### src/rtl/lc3b_types.sv
// Shared LC-3b types: word and line widths, arbiter state encoding and grant bit positions.
package lc3b_types;

    typedef logic [15:0]  lc3b_word;
    typedef logic [127:0] lc3b_line;

    localparam int unsigned LINE_OFFSET_W = 4;

    // Bit positions inside the one-hot grant vector.
    localparam int unsigned GRANT_I = 0;
    localparam int unsigned GRANT_D = 1;

    typedef enum logic [1:0] {
        IDLE    = 2'd0,
        SERVE_I = 2'd1,
        SERVE_D = 2'd2
    } arb_state_t;

    function automatic lc3b_word line_align(input lc3b_word addr);
        return addr & ~lc3b_word'((1 << LINE_OFFSET_W) - 1);
    endfunction

endpackage

### src/rtl/mem_arbiter_if.sv
// Requester and physical-memory bus of the memory arbiter; slave is the arbiter's view.
interface mem_arbiter_if;
    import lc3b_types::*;

    // Handshake: a requester raises read/write and holds it with a stable address
    // until its resp pulse; resp qualifies rdata for exactly that one cycle.
    // Physical memory sees a strobe held until its own one-cycle pmem_resp.
    logic     mem1_read;
    lc3b_word mem1_address;
    lc3b_line mem1_rdata;
    logic     mem1_resp;

    logic     mem2_read;
    logic     mem2_write;
    lc3b_word mem2_address;
    lc3b_line mem2_wdata;
    lc3b_line mem2_rdata;
    logic     mem2_resp;

    logic     pmem_read;
    logic     pmem_write;
    lc3b_word pmem_address;
    lc3b_line pmem_wdata;
    lc3b_line pmem_rdata;
    logic     pmem_resp;

    modport slave (
        input  mem1_read, mem1_address,
        output mem1_rdata, mem1_resp,
        input  mem2_read, mem2_write, mem2_address, mem2_wdata,
        output mem2_rdata, mem2_resp,
        output pmem_read, pmem_write, pmem_address, pmem_wdata,
        input  pmem_rdata, pmem_resp
    );

    modport master (
        output mem1_read, mem1_address,
        input  mem1_rdata, mem1_resp,
        output mem2_read, mem2_write, mem2_address, mem2_wdata,
        input  mem2_rdata, mem2_resp,
        input  pmem_read, pmem_write, pmem_address, pmem_wdata,
        output pmem_rdata, pmem_resp
    );

endinterface

### src/rtl/arb_select.sv
// Grant policy for the memory arbiter: fixed data-side priority, or round-robin
// on ties when MEM_ARBITER_RR_EN is defined.
module arb_select
    import lc3b_types::*;
(
    input  logic       req_inst,
    input  logic       req_data,
`ifdef MEM_ARBITER_RR_EN
    input  logic       last_data,
`endif
    output logic [1:0] grant
);

    always_comb begin
        grant = 2'b00;
        if (req_inst && req_data) begin
`ifdef MEM_ARBITER_RR_EN
            // A tie goes to whichever side was not served last.
            grant[GRANT_I] = last_data;
            grant[GRANT_D] = ~last_data;
`else
            grant[GRANT_D] = 1'b1;
`endif
        end else if (req_data) begin
            grant[GRANT_D] = 1'b1;
        end else if (req_inst) begin
            grant[GRANT_I] = 1'b1;
        end
    end

endmodule

### src/rtl/mem_arbiter.sv
// Sequential arbiter sharing one physical-memory port between instruction fetch (mem1)
// and the data stage (mem2). MEM_ARBITER_RR_EN selects round-robin tie breaking.
module mem_arbiter
    import lc3b_types::*;
(
    input  logic          clk,
    input  logic          reset_n,
    mem_arbiter_if.slave  bus,
    output arb_state_t    dbg_state
);

    arb_state_t state_q, state_d;
    lc3b_word   addr_q;
    lc3b_line   wdata_q;
    logic       write_q;
    logic [1:0] grant;

`ifdef MEM_ARBITER_RR_EN
    logic       last_data_q;
`endif

    arb_select u_select (
        .req_inst  (bus.mem1_read),
        .req_data  (bus.mem2_read | bus.mem2_write),
`ifdef MEM_ARBITER_RR_EN
        .last_data (last_data_q),
`endif
        .grant     (grant)
    );

    always_ff @(posedge clk or negedge reset_n) begin
        if (!reset_n) begin
            state_q <= IDLE;
        end else begin
            state_q <= state_d;
        end
    end

    // The winning request is captured once so that pmem sees stable values
    // even if the requester changes or drops its inputs mid-service.
    always_ff @(posedge clk or negedge reset_n) begin
        if (!reset_n) begin
            addr_q      <= '0;
            wdata_q     <= '0;
            write_q     <= 1'b0;
`ifdef MEM_ARBITER_RR_EN
            last_data_q <= 1'b0;
`endif
        end else if (state_q == IDLE && grant != 2'b00) begin
            if (grant[GRANT_D]) begin
                addr_q  <= line_align(bus.mem2_address);
                wdata_q <= bus.mem2_wdata;
                write_q <= bus.mem2_write;
            end else begin
                addr_q  <= line_align(bus.mem1_address);
                write_q <= 1'b0;
            end
`ifdef MEM_ARBITER_RR_EN
            last_data_q <= grant[GRANT_D];
`endif
        end
    end

    always_comb begin
        state_d        = state_q;
        bus.pmem_read  = 1'b0;
        bus.pmem_write = 1'b0;
        bus.mem1_resp  = 1'b0;
        bus.mem2_resp  = 1'b0;
        case (state_q)
            IDLE: begin
                if (grant[GRANT_D]) begin
                    state_d = SERVE_D;
                end else if (grant[GRANT_I]) begin
                    state_d = SERVE_I;
                end
            end
            SERVE_I: begin
                bus.pmem_read = 1'b1;
                if (bus.pmem_resp) begin
                    bus.mem1_resp = 1'b1;
                    state_d       = IDLE;
                end
            end
            SERVE_D: begin
                // Read and write together were latched as a write.
                bus.pmem_read  = ~write_q;
                bus.pmem_write = write_q;
                if (bus.pmem_resp) begin
                    bus.mem2_resp = 1'b1;
                    state_d       = IDLE;
                end
            end
            default: state_d = IDLE;
        endcase
    end

    assign bus.pmem_address = addr_q;
    assign bus.pmem_wdata   = wdata_q;
    assign bus.mem1_rdata   = bus.pmem_rdata;
    assign bus.mem2_rdata   = bus.pmem_rdata;
    assign dbg_state        = state_q;

endmodule

### src/flat_wrapper.sv
// flat-port wrapper written by rule: the top's interface ports become plain ports
module mem_arbiter_flat import lc3b_types::*;
  (clk, reset_n, dbg_state, bus_mem1_read, bus_mem1_address, bus_mem1_rdata, bus_mem1_resp, bus_mem2_read, bus_mem2_write, bus_mem2_address, bus_mem2_wdata, bus_mem2_rdata, bus_mem2_resp, bus_pmem_read, bus_pmem_write, bus_pmem_address, bus_pmem_wdata, bus_pmem_rdata, bus_pmem_resp);
  mem_arbiter_if bus_i ();
  input  logic clk;
  input  logic reset_n;
  output arb_state_t dbg_state;
  input wire logic [$bits(bus_i.mem1_read)-1:0] bus_mem1_read;
  input wire logic [$bits(bus_i.mem1_address)-1:0] bus_mem1_address;
  output wire logic [$bits(bus_i.mem1_rdata)-1:0] bus_mem1_rdata;
  output wire logic [$bits(bus_i.mem1_resp)-1:0] bus_mem1_resp;
  input wire logic [$bits(bus_i.mem2_read)-1:0] bus_mem2_read;
  input wire logic [$bits(bus_i.mem2_write)-1:0] bus_mem2_write;
  input wire logic [$bits(bus_i.mem2_address)-1:0] bus_mem2_address;
  input wire logic [$bits(bus_i.mem2_wdata)-1:0] bus_mem2_wdata;
  output wire logic [$bits(bus_i.mem2_rdata)-1:0] bus_mem2_rdata;
  output wire logic [$bits(bus_i.mem2_resp)-1:0] bus_mem2_resp;
  output wire logic [$bits(bus_i.pmem_read)-1:0] bus_pmem_read;
  output wire logic [$bits(bus_i.pmem_write)-1:0] bus_pmem_write;
  output wire logic [$bits(bus_i.pmem_address)-1:0] bus_pmem_address;
  output wire logic [$bits(bus_i.pmem_wdata)-1:0] bus_pmem_wdata;
  input wire logic [$bits(bus_i.pmem_rdata)-1:0] bus_pmem_rdata;
  input wire logic [$bits(bus_i.pmem_resp)-1:0] bus_pmem_resp;
  assign bus_i.mem1_read = bus_mem1_read;
  assign bus_i.mem1_address = bus_mem1_address;
  assign bus_mem1_rdata = bus_i.mem1_rdata;
  assign bus_mem1_resp = bus_i.mem1_resp;
  assign bus_i.mem2_read = bus_mem2_read;
  assign bus_i.mem2_write = bus_mem2_write;
  assign bus_i.mem2_address = bus_mem2_address;
  assign bus_i.mem2_wdata = bus_mem2_wdata;
  assign bus_mem2_rdata = bus_i.mem2_rdata;
  assign bus_mem2_resp = bus_i.mem2_resp;
  assign bus_pmem_read = bus_i.pmem_read;
  assign bus_pmem_write = bus_i.pmem_write;
  assign bus_pmem_address = bus_i.pmem_address;
  assign bus_pmem_wdata = bus_i.pmem_wdata;
  assign bus_i.pmem_rdata = bus_pmem_rdata;
  assign bus_i.pmem_resp = bus_pmem_resp;
  mem_arbiter u_core (.clk(clk), .reset_n(reset_n), .bus(bus_i), .dbg_state(dbg_state));
endmodule
### config.mk
export PLATFORM = sky130hd
export DESIGN_NAME = mem_arbiter_flat
export DESIGN_NICKNAME = d
export VERILOG_FILES = /design/src/rtl/lc3b_types.sv /design/src/rtl/mem_arbiter_if.sv /design/src/rtl/arb_select.sv /design/src/rtl/mem_arbiter.sv /design/src/flat_wrapper.sv
export SDC_FILE = /design/constraint.sdc
export NUM_CORES = 1
export LEC_CHECK = 0
export ABC_AREA = 0
export BUFFER_PORTS_ARGS = -buffer_cell sky130_fd_sc_hd__buf_2
export CORE_AREA = 2 2 272 274
export DETAILED_ROUTE_END_ITERATION = 8
export DIE_AREA = 0 0 274 276
export PLACE_DENSITY = 0.36
export SETUP_SLACK_MARGIN = 0.5
export SLEW_MARGIN = 20
export SYNTH_ARGS = -nofsm -noshare
export SYNTH_HDL_FRONTEND = slang
export SYNTH_SLANG_ARGS = --single-unit
### constraint.sdc
create_clock -name clk -period 1.5 [get_ports clk]
set_input_delay 0.3 -clock clk [delete_from_list [all_inputs] [get_ports clk]]
set_output_delay 0.3 -clock clk [all_outputs]
set_load 0.02 [all_outputs]
* Word level (Yosys, flattened, before mapping)
Index checks and enable logic that the tools add are counted.
Operators by class: shift operators 0, $lt $le $gt $ge 0, reductions and logical operators 7, eq/ne operators 4, multipliers 0, $add $sub $neg 0, divide/modulo/power cells 0, bitwise logic cells 2, mux-type cells 16
Operator list (number):
- $mux W16 | 1
- $mux W1 | 10
- $mux W2 | 3
- $pmux W2 S2 | 1
- $reduce_and A2 Y1 | 2
- $ne A3 B1 Y1 const B | 1
- $eq A2 B1 Y1 const B | 1
- $eq A2 B2 Y1 const B | 1
- $logic_and A1 B1 Y1 | 2
- $logic_not A2 Y1 | 1
- $ne A2 B1 Y1 const B | 1
- $pmux W1 S2 | 1
- $reduce_bool A2 Y1 | 1
- $reduce_or A2 Y1 | 1
- $not A1 Y1 | 1
- $or A1 B1 Y1 | 1
Word-level totals: bits in read-only memories 0, output and inout port bits 406, latch bits 0, register bits 147, bits in writable memories 0, memories kept 0, input bits 294

* Logic depth before layout (Yosys ltp)
depth in word-level cells 6, gate-level depth with buffers 6, gate-level depth less buffers 5

* Cells and area by module
Synthesis repeated with hierarchy kept, for this count alone.
Unflattened totals: cell total of the unflattened synthesis 614, area total of the unflattened synthesis 7976.4 um2
By module, submodules not included:
- mem_arbiter | times used 1, cells each 612, seq. area each 3578.4 um2, area an instance 7966.4 um2
- arb_select | times used 1, cells each 2, seq. area each 0.0 um2, area an instance 10.0 um2

* Worst setup path after synthesis
OpenSTA, ideal clock, no wires.
kind register -> register, start register u_core.state_q[0] (netlist: u_core.dbg_state[0]), end register u_core.wdata_q[77] (netlist: u_core.bus.pmem_wdata[77]), cell stages (with the launch flop) 7, data required time 1.372 ns, period minus slack after synthesis 1.721 ns, arrival time 1.594 ns, path slack -0.221 ns, path buffers 2, cell sequence dfrtp_1 inv_1 ha_1 o21ai_1 buf_4 buf_6 mux2_1
Between the ends: cells in the longest elaborated chain, start to end 3
Ends and longest elaborated chain:
- start, declared | RTL line mem_arbiter.sv:12 | arb_state_t state_q, state_d;
- start signal, assigned | RTL line mem_arbiter.sv:35 | state_q <= state_d;
- $logic_not A2 Y1 | RTL line mem_arbiter.sv:49 | end else if (state_q == IDLE && grant != 2'b00) begin
- $logic_and A1 B1 Y1 | RTL line mem_arbiter.sv:49
- $reduce_and A2 Y1 (no source line)
- end signal, assigned | RTL line mem_arbiter.sv:52 | wdata_q <= bus.mem2_wdata;
- end, declared | RTL line mem_arbiter.sv:14 | lc3b_line wdata_q;
Every way passes these cells. A chain may end at the register's enable or synchronous reset.

* Final worst setup path
start register u_core.state_q[1] (netlist: u_core.dbg_state[1]), end output bus_pmem_read
Between the ends: cells in the longest elaborated chain, start to end 2, elaborated cells on any way between the ends 3
Ends and longest elaborated chain:
- $eq A2 B2 Y1 / $eq A2 B1 Y1 (equally long branches) | RTL line mem_arbiter.sv:70 | case (state_q)
- $pmux W1 S2 * | RTL line mem_arbiter.sv:70
- end, declared | RTL line flat_wrapper.sv:18 | output wire logic [$bits(bus_i.pmem_read)-1:0] bus_pmem_read;
Mark *: on every way between the ends. The rest lies on a longest branch, timed or not.

==> impl_metrics.tcl <==
set metrics [dict create \
    regArea_mm2 0.00358 \
    grt.total_usage 0.0637 \
    grt_pass1_vias 5648 \
    synth_top_family_by_area "buffers and inverters" \
    core_mm2 0.0726 \
    outcome "finished with violations" \
    netlist_instances 607 \
    cts_tree "yes" \
    synthAdderAreaFrac 0.00499 \
    cp_cell_sequence "buf_6 -> ha_4 -> nor2b_4 -> o21a_2 -> buf_6" \
    cap_viol_max_count 0 \
    arrival_ns 1.58 \
    clock_sinks 143 \
    grt_overflow 0 \
    multi_input_area_mm2 0.00240 \
    grt_start_max_net_pins 52 \
    synth-simple-area-share 0.0133 \
    cpPeakStageDelay_ns 0.41 \
    fin_crit_ns 1.88 \
    finalMaxSlewViolations 0 \
    drtIter0Drc 155 \
    nets 1172 \
    worst_path_most_repeated_cell "buf_6" \
    yosys_most_used_dff "dfrtp_1" \
    hold_ws_ns 0.0650 \
    crit_fanout 2 \
    die-area_mm2 0.0756 \
    routed_wl_mm 24.6 \
    ctsHtreeMaxLevel 4 \
    area_delta_synth_final_pct 68.1 \
    critPathKind "flip-flop to primary output" \
    die_w_um 274 \
    synth_compound_area_frac 0.0146 \
    hold_path.class "input port to flip-flop" \
    gp_congestion 0.663 \
    worstPathRequired_ns 1.20 \
    seq_area_frac_synth 0.475 \
    vdd_drop_max_mv 1.01 \
    start_util 0.104 \
    crit_slowest_cell "dfrtp_2" \
    synth_top_cell_by_area "dfrtp_1" \
    cp-start-kind "flip-flop" \
    synth_cell_type_count 22 \
    rsz0062_at_grt "yes" \
    setup_viol 138 \
    die_h_um 276 \
    worst_pin_slew_ns 0.552 \
    yosysWarnings 0 \
    root_buffer "clkbuf_16" \
    power_leakage_nw 5.96 \
    violations "setup timing" \
    powerDensity_mw_per_mm2 2370 \
    syn-cell-area_mm2 0.00753 \
    ant_nets 0 \
    ys_top_cells_by_area "dfrtp_1 (48%), buf_4 (26%), mux2_1 (18%)" \
    grt_pass1_wl_mm 34.9 \
    synthTopCellsByCount "buf_4 (261), dfrtp_1 (143), mux2_1 (120)" \
    fin_crit_sh 1.25 \
    synth.most_common_cell "buf_4" \
    io_buffers 303 \
    final_layout_size_suffix_gt1_frac 0.705 \
    setup-tns-final_ns -32.63 \
    antenna_found_initial 1 \
    synthDominantCellAreaShare 0.475 \
    vias 5150 \
    synth-edff-count 0 \
    power.total_mw 30.0 \
    finClkSkew_ns 0.00954 \
    avgViaCountPerCell 2.79 \
    synth_mux_area_frac 0.207 \
    numCtsBuffers 17 \
    hold_viol 0 \
    cts_buffer_depth 2 \
    max_freq_mhz 531 \
    ys_ff_latch 143 \
    fin_ws_ns -0.382 \
    end_kind "primary output" \
    path_clk_slew_ns 0.07 \
    first_pass_iters 4 \
    boundaryPins 700 \
    syn_avg_cell_area_um2 12.4 \
    fill_cells 7985 \
    dp_hpwl_mm 16.2 \
    async_reset_ff_frac 1.00 \
    drc 0 \
    num_rows 99 \
    max_slew_margin 0.632 \
    insertion_delay_ns 0.47 \
    avgRoutedWirePerCell_um 13.3 \
    synth_xor_area_frac 0 \
]
[metrics by stage]
stage,cells,setup WS (ns),util,area [um2]
detailed placement,1635,-0.0615,0.119,8670
floorplan,610,0.000685,-,7660
global route,1845,-0.475,0.174,12600
global placement,1635,-0.0425,0.119,8670
finish,1846,-0.382,0.174,12600
CTS,1803,-0.495,0.167,12100
[layout make-up]
type,count,area share
antenna,1,0.000198
timing repair buffer,523,0.388
clock inverter,12,0.00880
sequential,143,0.283
multi-input combinational,188,0.190
tap,959,0.0949
clock buffer,18,0.0347
inverter,2,0.000791
[path summary, 6_finish.rpt]
path | startpoint | endpoint | slack, ns | depth (start not counted)
hold / removal | bus_mem2_wdata[98] | u_core.bus.pmem_wdata[98] | 0.07 | 2
setup reg to reg | u_core.dbg_state[1] | u_core.bus.pmem_wdata[69] | -0.33 | 9
setup / recovery | u_core.dbg_state[1] | bus_pmem_read | -0.38 | 5
min in group asynchronous | reset_n | u_core.bus.pmem_wdata[43] | 0.26 | 2
hold reg to reg | u_core.bus.pmem_address[11] | u_core.bus.pmem_address[11] | 0.50 | 2
max in group asynchronous | reset_n | u_core.bus.pmem_address[15] | 0.65 | 3
[power by group]
group / total (mW) / leakage [nW] / internal (mW) / switching, mW
clock network: 4.28 / 0.265 / 2.32 / 1.97
logic: 18.3 / 4.02 / 11.4 / 6.98
registers: 7.36 / 1.68 / 5.88 / 1.48
[cell usage in the layout, fill, tap and decap left out, drive strengths merged]
cell,netlist,layout
a22o,1,1
and2,3,3
o31ai,1,1
mux2,128,128
conb,1,4
nand2,15,15
dfrtp,143,143
nor2b,2,2
nand2b,1,1
o21a,1,1
bufinv,0,1
buf,277,443
clkinv,0,4
o21ai,13,13
clkbuf,0,21
inv,2,6
ha,3,3
clkinvlp,0,3
mux2i,12,12
o22ai,1,1
nor2,1,1
dlygate4sd3,0,77
diode,0,1
a21oi,2,2
[routing by layer]
metal,part of all wire,wire length [um],vias up,global-route usage
li1,-,-,2272,-
met1,0.37,9030,2470,0.0639
met2,0.48,11900,328,0.102
met3,0.11,2610,78,0.0355
met4,0.042,1030,2,0.0399
met5,0.0014,34,-,0.00385
[what timing repair did]
item	4_1_cts	5_1_grt
setup endpoints to repair	289	289
cloned	10	1
resized for setup	431	61
endpoints found under the hold margin	219	0
hold buffers	77	0
setup buffers	51	41
pin swaps	1	8
[cell families after synthesis]
group | Yosys count
AND/OR/NAND/NOR | 22
multiplexers | 140
AO/OA/AOI/OAI | 19
other | 1
buffers and inverters | 279
adder cells (fa/ha/maj) | 3
flip-flops | 143
[registers in the layout, indices dropped and copies added, names as in the netlist]
| signal | cells |
|---|---|
| u_core.bus.pmem_wdata | 128 |
| u_core.bus.pmem_address | 12 |
| u_core.dbg_state | 2 |
| u_core.write_q | 1 |
[critical path: cells and delay by family, from the launching register on]
kind	cells	cell delay, ns
AOI/OAI and AO/OA	1	0.20
adders and majority gates	1	0.15
buffers and inverters	2	0.25
DFF	1	0.41
and+or+nand+nor	1	0.11
Power figures use the tool's default switching activity.
